### src/rtl/iterative_alu_exec.sv
// -----------------------------------------------------------------------------
// iterative_alu_exec
//
// Execute-stage ALU driven by the 3-bit aluOP from decode. ADD, SUB, AND, OR,
// XOR, NOT and DIV-by-zero finish in one cycle. MUL (shift-add) and DIV
// (unsigned restoring) take one operand bit per cycle for WIDTH cycles.
//
// Handshake: start is sampled only on an edge where busy=0. That edge accepts
// the op and latches a/b. done is a registered one-cycle pulse that marks
// result/zero/neg/div_by_zero as valid. The outputs then hold until the next
// done. start may be high in the same cycle as done, so the next op is
// accepted on that edge. A start seen while busy=1 is dropped, not queued.
//
// Ports:
//   clk          system clock, rising edge
//   rst          synchronous active-high reset, abandons any in-flight op
//   start        op request
//   aluOP        000 ADD 001 SUB 010 MUL 011 DIV 100 AND 101 OR 110 XOR 111 NOT
//   a, b         operands (dividend/multiplicand, divisor/multiplier)
//   busy         MUL/DIV iteration in progress
//   done         one-cycle result-valid pulse
//   result       registered result
//   zero, neg    result==0 and result MSB, registered with result
//   div_by_zero  DIV with b==0, refreshed on every done
//   dbg_state_o  current FSM state (0 IDLE, 1 MUL, 2 DIV)
// -----------------------------------------------------------------------------
module iterative_alu_exec #(
    parameter int WIDTH = 32
) (
    input  logic             clk,
    input  logic             rst,
    input  logic             start,
    input  logic [2:0]       aluOP,
    input  logic [WIDTH-1:0] a,
    input  logic [WIDTH-1:0] b,
    output logic             busy,
    output logic             done,
    output logic [WIDTH-1:0] result,
    output logic             zero,
    output logic             neg,
    output logic             div_by_zero,
    output logic [1:0]       dbg_state_o
);

    localparam int CW = $clog2(WIDTH) + 1;

    localparam logic [2:0] OP_ADD = 3'b000;
    localparam logic [2:0] OP_SUB = 3'b001;
    localparam logic [2:0] OP_MUL = 3'b010;
    localparam logic [2:0] OP_DIV = 3'b011;
    localparam logic [2:0] OP_AND = 3'b100;
    localparam logic [2:0] OP_OR  = 3'b101;
    localparam logic [2:0] OP_XOR = 3'b110;
    localparam logic [2:0] OP_NOT = 3'b111;

    typedef enum logic [1:0] {
        S_IDLE = 2'd0,
        S_MUL  = 2'd1,
        S_DIV  = 2'd2
    } state_e;

    state_e           state_q, state_d;
    logic [CW-1:0]    cnt_q, cnt_d;
    // MUL: opa = shifted multiplicand, opb = shifted multiplier, acc = product.
    // DIV: opa = dividend shifting out / quotient shifting in, opb = divisor,
    //      acc = partial remainder (always < divisor, so it fits WIDTH bits).
    logic [WIDTH-1:0] opa_q, opa_d;
    logic [WIDTH-1:0] opb_q, opb_d;
    logic [WIDTH-1:0] acc_q, acc_d;
    logic [WIDTH-1:0] result_q, result_d;
    logic             zero_q, zero_d;
    logic             neg_q, neg_d;
    logic             dbz_q, dbz_d;
    logic             done_q, done_d;

    // Combinational helpers
    logic             fin;
    logic [WIDTH-1:0] res_n;
    logic             dbz_n;
    logic             last_iter;
    logic [WIDTH-1:0] prod;
    logic [WIDTH:0]   rem_shift;
    logic [WIDTH:0]   rem_diff;
    logic             qbit;

    assign last_iter = (cnt_q == CW'(WIDTH - 1));

    always_ff @(posedge clk) begin
        if (rst) begin
            state_q  <= S_IDLE;
            cnt_q    <= '0;
            opa_q    <= '0;
            opb_q    <= '0;
            acc_q    <= '0;
            result_q <= '0;
            zero_q   <= 1'b0;
            neg_q    <= 1'b0;
            dbz_q    <= 1'b0;
            done_q   <= 1'b0;
        end else begin
            state_q  <= state_d;
            cnt_q    <= cnt_d;
            opa_q    <= opa_d;
            opb_q    <= opb_d;
            acc_q    <= acc_d;
            result_q <= result_d;
            zero_q   <= zero_d;
            neg_q    <= neg_d;
            dbz_q    <= dbz_d;
            done_q   <= done_d;
        end
    end

    always_comb begin
        state_d   = state_q;
        cnt_d     = cnt_q;
        opa_d     = opa_q;
        opb_d     = opb_q;
        acc_d     = acc_q;
        result_d  = result_q;
        zero_d    = zero_q;
        neg_d     = neg_q;
        dbz_d     = dbz_q;
        done_d    = 1'b0;
        fin       = 1'b0;
        res_n     = result_q;
        dbz_n     = 1'b0;
        prod      = '0;
        rem_shift = '0;
        rem_diff  = '0;
        qbit      = 1'b0;

        case (state_q)
            S_IDLE: begin
                if (start) begin
                    case (aluOP)
                        OP_ADD: begin res_n = a + b;  fin = 1'b1; end
                        OP_SUB: begin res_n = a - b;  fin = 1'b1; end
                        OP_AND: begin res_n = a & b;  fin = 1'b1; end
                        OP_OR:  begin res_n = a | b;  fin = 1'b1; end
                        OP_XOR: begin res_n = a ^ b;  fin = 1'b1; end
                        OP_NOT: begin res_n = ~a;     fin = 1'b1; end
                        OP_MUL: begin
                            opa_d   = a;
                            opb_d   = b;
                            acc_d   = '0;
                            cnt_d   = '0;
                            state_d = S_MUL;
                        end
                        OP_DIV: begin
                            if (b == '0) begin
                                // Divide by zero short-circuits to all ones.
                                res_n = '1;
                                dbz_n = 1'b1;
                                fin   = 1'b1;
                            end else begin
                                opa_d   = a;
                                opb_d   = b;
                                acc_d   = '0;
                                cnt_d   = '0;
                                state_d = S_DIV;
                            end
                        end
                        default: ;
                    endcase
                end
            end

            S_MUL: begin
                // Add the multiplicand when the current multiplier LSB is set.
                // Bits shifted past the MSB are dropped, so only the low
                // WIDTH bits of the product are kept.
                prod  = acc_q + (opb_q[0] ? opa_q : '0);
                acc_d = prod;
                opa_d = opa_q << 1;
                opb_d = opb_q >> 1;
                cnt_d = cnt_q + 1'b1;
                if (last_iter) begin
                    res_n   = prod;
                    fin     = 1'b1;
                    state_d = S_IDLE;
                end
            end

            S_DIV: begin
                // Bring down the next dividend bit. Subtract the divisor when
                // it fits, and shift the quotient bit into opa.
                rem_shift = {acc_q, opa_q[WIDTH-1]};
                rem_diff  = rem_shift - {1'b0, opb_q};
                qbit      = (rem_shift >= {1'b0, opb_q});
                acc_d     = qbit ? rem_diff[WIDTH-1:0] : rem_shift[WIDTH-1:0];
                opa_d     = {opa_q[WIDTH-2:0], qbit};
                cnt_d     = cnt_q + 1'b1;
                if (last_iter) begin
                    res_n   = {opa_q[WIDTH-2:0], qbit};
                    fin     = 1'b1;
                    state_d = S_IDLE;
                end
            end

            default: state_d = S_IDLE;
        endcase

        if (fin) begin
            result_d = res_n;
            zero_d   = (res_n == '0);
            neg_d    = res_n[WIDTH-1];
            dbz_d    = dbz_n;
            done_d   = 1'b1;
        end
    end

    assign busy        = (state_q != S_IDLE);
    assign done        = done_q;
    assign result      = result_q;
    assign zero        = zero_q;
    assign neg         = neg_q;
    assign div_by_zero = dbz_q;
    assign dbg_state_o = state_q;

endmodule

### config.mk
export PLATFORM = sky130hd
export DESIGN_NAME = iterative_alu_exec
export DESIGN_NICKNAME = d
export VERILOG_FILES = /design/src/rtl/iterative_alu_exec.sv
export SDC_FILE = /design/constraint.sdc
export NUM_CORES = 1
export LEC_CHECK = 0
export BUFFER_PORTS_ARGS = -buffer_cell sky130_fd_sc_hd__clkbuf_2
export CAP_MARGIN = 10
export CORE_ASPECT_RATIO = 0.8
export CORE_MARGIN = 2
export CORE_UTILIZATION = 30
export CTS_BUF_LIST = sky130_fd_sc_hd__clkbuf_16
export DETAILED_ROUTE_END_ITERATION = 12
export GPL_ROUTABILITY_DRIVEN = 0
export SYNTH_ARGS = -nofsm -noshare
export SYNTH_HDL_FRONTEND = slang
export SYNTH_SLANG_ARGS = --single-unit
### constraint.sdc
create_clock -name clk -period 8.6 [get_ports clk]
set_clock_uncertainty 0.05 [all_clocks]
set_input_delay 0.86 -clock clk [delete_from_list [all_inputs] [get_ports clk]]
set_output_delay 0.86 -clock clk [all_outputs]
set_load 0.05 [all_outputs]
# Word-level counts from Yosys, hierarchy flattened
# Index checks and enable logic that the tools add are counted.
# totals
register_bits,140
elab_cells,86
# op_classes
n_addsub,5
n_lt_le_gt_ge,1
eq_ne,14
muxes,38
bitwise_logic,4
n_reduce_logical,14
# ops
operator,count
2-to-1 mux 32 bit,12
case mux 32 bit (3 select lines),3
case mux 32 bit (2 select lines),4
case mux 32 bit (7 select lines),1
adder 32 bit,2
zero test 32 bit,2
subtractor 32 bit,2
greater-or-equal comparator 33 x 32 -> 1 bit,1
AND 32 bit,1
NOT 32 bit,1
OR 32 bit,1
XOR 32 bit,1
case mux 6 bit (2 select lines),2
AND reduction 4 bit,4
equality test 3 bit (second input constant),4
2-to-1 mux 6 bit,2
case mux 2 bit (2 select lines),2
2-to-1 mux 1 bit,7
adder 6 x 1 -> 6 bit (second input constant),1
equality test 3 x 2 -> 1 bit (second input constant),2
equality test 6 x 5 -> 1 bit (second input constant),1
2-to-1 mux 2 bit,3
nonzero test 2 bit,3
OR reduction 6 bit,1
other kinds (12),13

# Logic depth before layout (Yosys ltp)
# logic_depth
ltp_word,6
depth_mapped,24
mapped_depth_nobuf,20

# Least setup slack after synthesis
# OpenSTA, ideal clock, no wires.
# synth_path
path_type,input to register
start,in aluOP[0]
end,"reg zero_q, in the netlist zero"
setup_time_ps,87
arrival_ps,6097
t_required_ps,8463
setup_slack_ps,2366
cell_stages,23
path_cell_list,buf_2 buf_1 clkbuf_1 clkbuf_1 clkbuf_1 and2_1 clkbuf_1 clkbuf_1 nor2_1 xnor2_1 ha_1 nor2b_1 o311ai_1 a2111oi_1 o211ai_1 a21oi_1 o21a_1 o31ai_1 o32ai_1 nand2_1 or4b_1 nand4bb_1 o31ai_1
# synth_between
elab_chain_cells,5
# synth_rtl
item,line_no,rtl
"start, declared",33,"input logic [2:0] aluOP,"
"equality test 3 x 2 -> 1 bit, or another cell as far along",136,case (aluOP)
case mux 32 bit (7 select lines) / OR reduction 6 bit (equally long branches),n/a,
2-to-1 mux 32 bit / case mux 1 bit (2 select lines) (equally long branches),"135, 136",
case mux 32 bit (3 select lines) / 2-to-1 mux 1 bit (equally long branches),"133, 135",
zero test 32 bit / case mux 1 bit (2 select lines) (equally long branches),"206, 133",
"end signal, assigned",107,zero_q <= zero_d;
"end, declared",71,"logic zero_q, zero_d;"
# Several ways; a longest one is shown, not always the timed one.
# A chain may end at the register's enable or synchronous reset.

# Worst setup path after layout
# layout_path
start,in b[1]
end,"reg zero_q, in the netlist zero"
# layout_between
elab_chain_cells,6
# layout_rtl
item,line_no,rtl
"start, declared",35,"input logic [WIDTH-1:0] b,"
"parallel branches: the longest is 6 deep, another holds subtractor 32 bit",n/a,
# Several ways; the timed one is not identified.

==> reports/summary.md <==
* **result of the run** finished, final reports clean
* **effective utilization at floorplan** 30.5%
* **power share of the combinational group** 45.2%
* **final worst hold slack** 0.448 ns
* **# hold bufs at CTS** 0
* **Mapped Nets** 2518
* **mux cell area share after synthesis** 5.29%
* **clock network power share** 27.6%
* **final period demand of the worst path** 6.47 ns
* **Detailed Route WL** 65400 µm
* **largest net degree at the start of global routing** 69
* **Psw** 1.29 mW
* **H-tree level count** 4
* **leakage power of the design** 7.57 nW
* **number of enable flip-flop cells after synthesis** 0
* **CP Cell Sequence** clkbuf_2 > inv_1 > ha_1 > nor3b_1 > nand3_1 > or2_2 > o31ai_1 > xnor2_1 > ha_1 > nand2_1 > o31a_1 > nor3_1 > o21ai_0 > and4b_1 > nor4_1 > o311ai_0 > nand2_1 > nand2_1 > or4b_1 > nand4bb_1 > o31ai_1
* **vias per inst** 6.00
* **height of the die** 214 µm
* **CTS-repair resized insts** 0
* **Synth Area in Compound Gates** 30.9%
* **ratio of total power to cell area** 161 nW/µm²
* **final count of hold timing violations** 0
* **Slowest Stage Delay on Critical Path** 0.52 ns
* **data arrival at the endpoint of the critical path** 6.78 ns
* **CTS Root Cell** clkbuf_16
* **relative slew slack** 25.1%
* **Switching Share** 44.1%
* **post-synthesis share of cell area spent on xor and xnor gates** 5.58%
* **capturing element type of the critical path** register
* **Layout Nets** 2529
* **floorplan die width** 266 µm
* **buffers inserted during post-CTS setup optimization** 0
* **biggest area contributors in the synthesized netlist** dfxtp_1 17%, ha_1 13%, a21oi_1 5.3%, nor2_1 4.7%, o21ai_0 4.7%
* **library cell contributing the largest single delay on the critical path** or4b_1
* **top achievable clock speed** 155 MHz
* **sequential cell area fraction in the yosys report** 16.9%
* **number of antenna violations at the first check in global routing** 3
* **placeable core region** 54100 µm²
* **post-CTS clock slew at the launch and capture registers of the worst setup and hold paths** 0.07 ns
* **Sequential Area** 2780 µm²
* **P&R area growth vs syn** 10.5%
* **clock sink count** 139
* **largest family of logic cells by synthesized area** compound AO/OA/AOI/OAI gates
* **number of standard cells after synthesis** 2280
* **# fillers** 5682
* **maximum capacitance violations** 0
* **path type of the worst setup path** in -> reg
* **first-pass GRT wire length** 99300 µm
* **endpoint required time on the critical path** 8.92 ns
* **YS warnings** 0
* **Int Power** 1.64 mW
* **synthesized area divided by synthesized cell count** 7.23 µm²
* **Slew Viols, Final** 0
* **total setup violations reported at the end of the flow** 0
* **slew at the pin closest to its max-slew limit** 1.12 ns
* **highest net fanout along the worst path** 9
* **buffers plus inverters on the worst setup path** 2
* **GR Overflow Total** 0
* **die footprint** 56900 µm²
* **DRC violation count after routing** 0
* **final antenna-violating net count** 0
* **drt first pass iters** 7
* **Synth Register Bits** 139
* **Hold/Removal Path Class** reg -> reg
* **I/O pins** 109
* **TNS Setup** 0 ns
* **overall global routing resource usage** 22.6%
* **adder-cell area share of the yosys netlist** 12.9%
* **cell area after synthesis** 16500 µm²
* **startpoint types** primary input
* **average wire per standard cell** 21.7 µm
* **share of layout cells above drive strength 1** 9.42%
* **critical path's most frequent cell** nand2_1
* **fraction of the mapped netlist area in simple logic gates** 21.6%
* **clock tree from TritonCTS** done
* **via count** 18000
* **Bufs on Longest Clock Path** 2
* **DRT iter0 DRCs** 2169
* **footprint of the multi-input gates** 12600 µm²
* **part of the total power dissipated in sequential elements** 27.2%
* **cell family with most CP delay** simple AND/OR/NAND/NOR gates
* **unrepaired setup endpoints after global routing** no
* **total half-perimeter wirelength after legalization and detailed placement** 51500 µm
* **maximum VDD drop** 0.141 mV
* **total number of placement rows** 76
* **count of input and output buffers** 108
* **later-pin clock latency in the skew report** 0.45 ns
* **unique cell type count in the Yosys netlist** 89
* **most common flop cell mapped by yosys** dfxtp_1
* **fraction of registers with async set/reset** 0%
* **Final period util** 75.2%
* **largest area contributor in the synthesized netlist** dfxtp_1
* **via count of the first global-routing pass** 16500
* **top cell type's share of synthesized area** 16.9%
* **TritonCTS Buffers** 17
-- power groups by stage --
stage	Combinational [mW]	Sequential (mW)	Clock [mW]
2_1_floorplan	0.864	0.837	0
3_3_place_gp	1.27	0.804	0
3_5_place_dp	1.29	0.806	0
4_1_cts	1.29	0.792	0.817
5_1_grt	1.44	0.802	0.847
6_report	1.33	0.798	0.811
-- layout make-up --
| type | count | share of cell area (%) |
|---|---|---|
| multi-input combinational | 1845 | 69.3 |
| sequential | 139 | 15.3 |
| tap | 702 | 4.82 |
| timing repair buffer | 132 | 3.97 |
| inverter | 156 | 3.21 |
| clock buffer | 17 | 2.33 |
| clock inverter | 15 | 1.09 |
| antenna | 2 | 0.0274 |
-- final timing paths --
| path | slack [ns] | cells past startpoint | endpoint | start |
|---|---|---|---|---|
| min | 0.45 | 2 | cnt_q[1] | cnt_q[1] |
| max reg2reg | 3.17 | 16 | zero | opb_q[0] |
| min reg2reg | 0.45 | 2 | cnt_q[1] | cnt_q[1] |
| max | 2.13 | 21 | zero | b[1] |
-- worst reg2reg max path, delay by kind of cell (launching register included) --
| kind | cells | cell delay (ns) |
|---|---|---|
| compound gates | 5 | 1.70 |
| buf+inv | 1 | 0.23 |
| flops | 1 | 0.31 |
| simple gates | 8 | 2.38 |
| fa+ha+maj | 2 | 0.67 |
-- logic make-up after synthesis --
kind of cell               Yosys count
muxes                               69
DFF                                139
buffers and inverters              296
and+or+nand+nor                    741
adders and majority gates          168
AOI/OAI and AO/OA                  762
xor gates and xnor gates           105
-- cell usage in the layout (no fill, tap or decap), types with 11 or more instances in the layout --
cell,instances
and3_1,11
nand2_1,203
a221oi_1,44
mux2i_1,50
xnor2_1,69
a221o_1,17
nand3_1,51
buf_4,25
nor3_1,71
o21ai_0,155
dfxtp_1,139
o211ai_1,28
a21oi_1,176
nand4_1,31
o31ai_1,16
ha_1,163
xor2_1,36
a22oi_1,32
nor4_1,11
nor2_1,206
a21o_1,51
nor2b_1,21
and2_1,50
mux4_2,14
clkbuf_16,17
inv_1,155
o21bai_1,15
clkbuf_2,107
nand2b_1,21
o21a_1,31
or3_1,14
a31oi_1,18
a211oi_1,63
-- per-stage QoR --
step | area (µm²) | setup WS [ns] | instances | power, mW | utilization, %
after floorplan | 16500 | 2.37 | 2280 | 1.70 | -
after detailed placement | 17600 | 1.98 | 2974 | 2.09 | 32.5
after global placement | 17600 | 2.06 | 2974 | 2.07 | 32.5
after global routing | 18200 | 1.77 | 3006 | 3.09 | 33.7
after CTS | 18200 | 2.39 | 3006 | 2.90 | 33.7
final | 18200 | 2.13 | 3008 | 2.94 | 33.7
-- per-layer routing --
metal	track usage, %	wire, µm	up-vias
li1	-	-	8396
met1	31.8	28800	8549
met4	9.03	2610	2
met5	0	13	-
met3	4.43	6610	121
met2	33.8	27300	978
-- flip-flops by register name, summed over array words and instances, names as in the netlist --
name / cells
opb_q: 32
opa_q: 32
div_by_zero: 1
zero: 1
done: 1
cnt_q: 6
dbg_state_o: 2
result: 32
acc_q: 32
-- Yosys cell counts, types with 6 or more instances --
cell	instances
a311oi_1	10
nand2b_1	21
nand3b_1	10
and2_1	50
a31oi_1	18
inv_1	155
buf_1	13
nand3_1	51
nor2_1	208
a21o_1	51
o221ai_1	8
mux4_2	14
o21a_1	31
or3_1	14
o31a_1	7
o21bai_1	15
xnor2_1	69
mux2i_1	50
nor2b_1	21
o211ai_1	28
nor4_1	12
buf_2	6
nand2_1	204
a211oi_1	64
nor3_1	71
o22ai_1	9
clkbuf_1	119
nand4_1	31
o21ai_0	155
a21oi_1	176
ha_1	165
xor2_1	36
a221oi_1	44
dfxtp_1	139
a221o_1	17
o31ai_1	16
a21boi_0	6
or2_2	6
a211o_1	9
a22oi_1	32
and3_1	11
(Power assumes the default switching activity.)
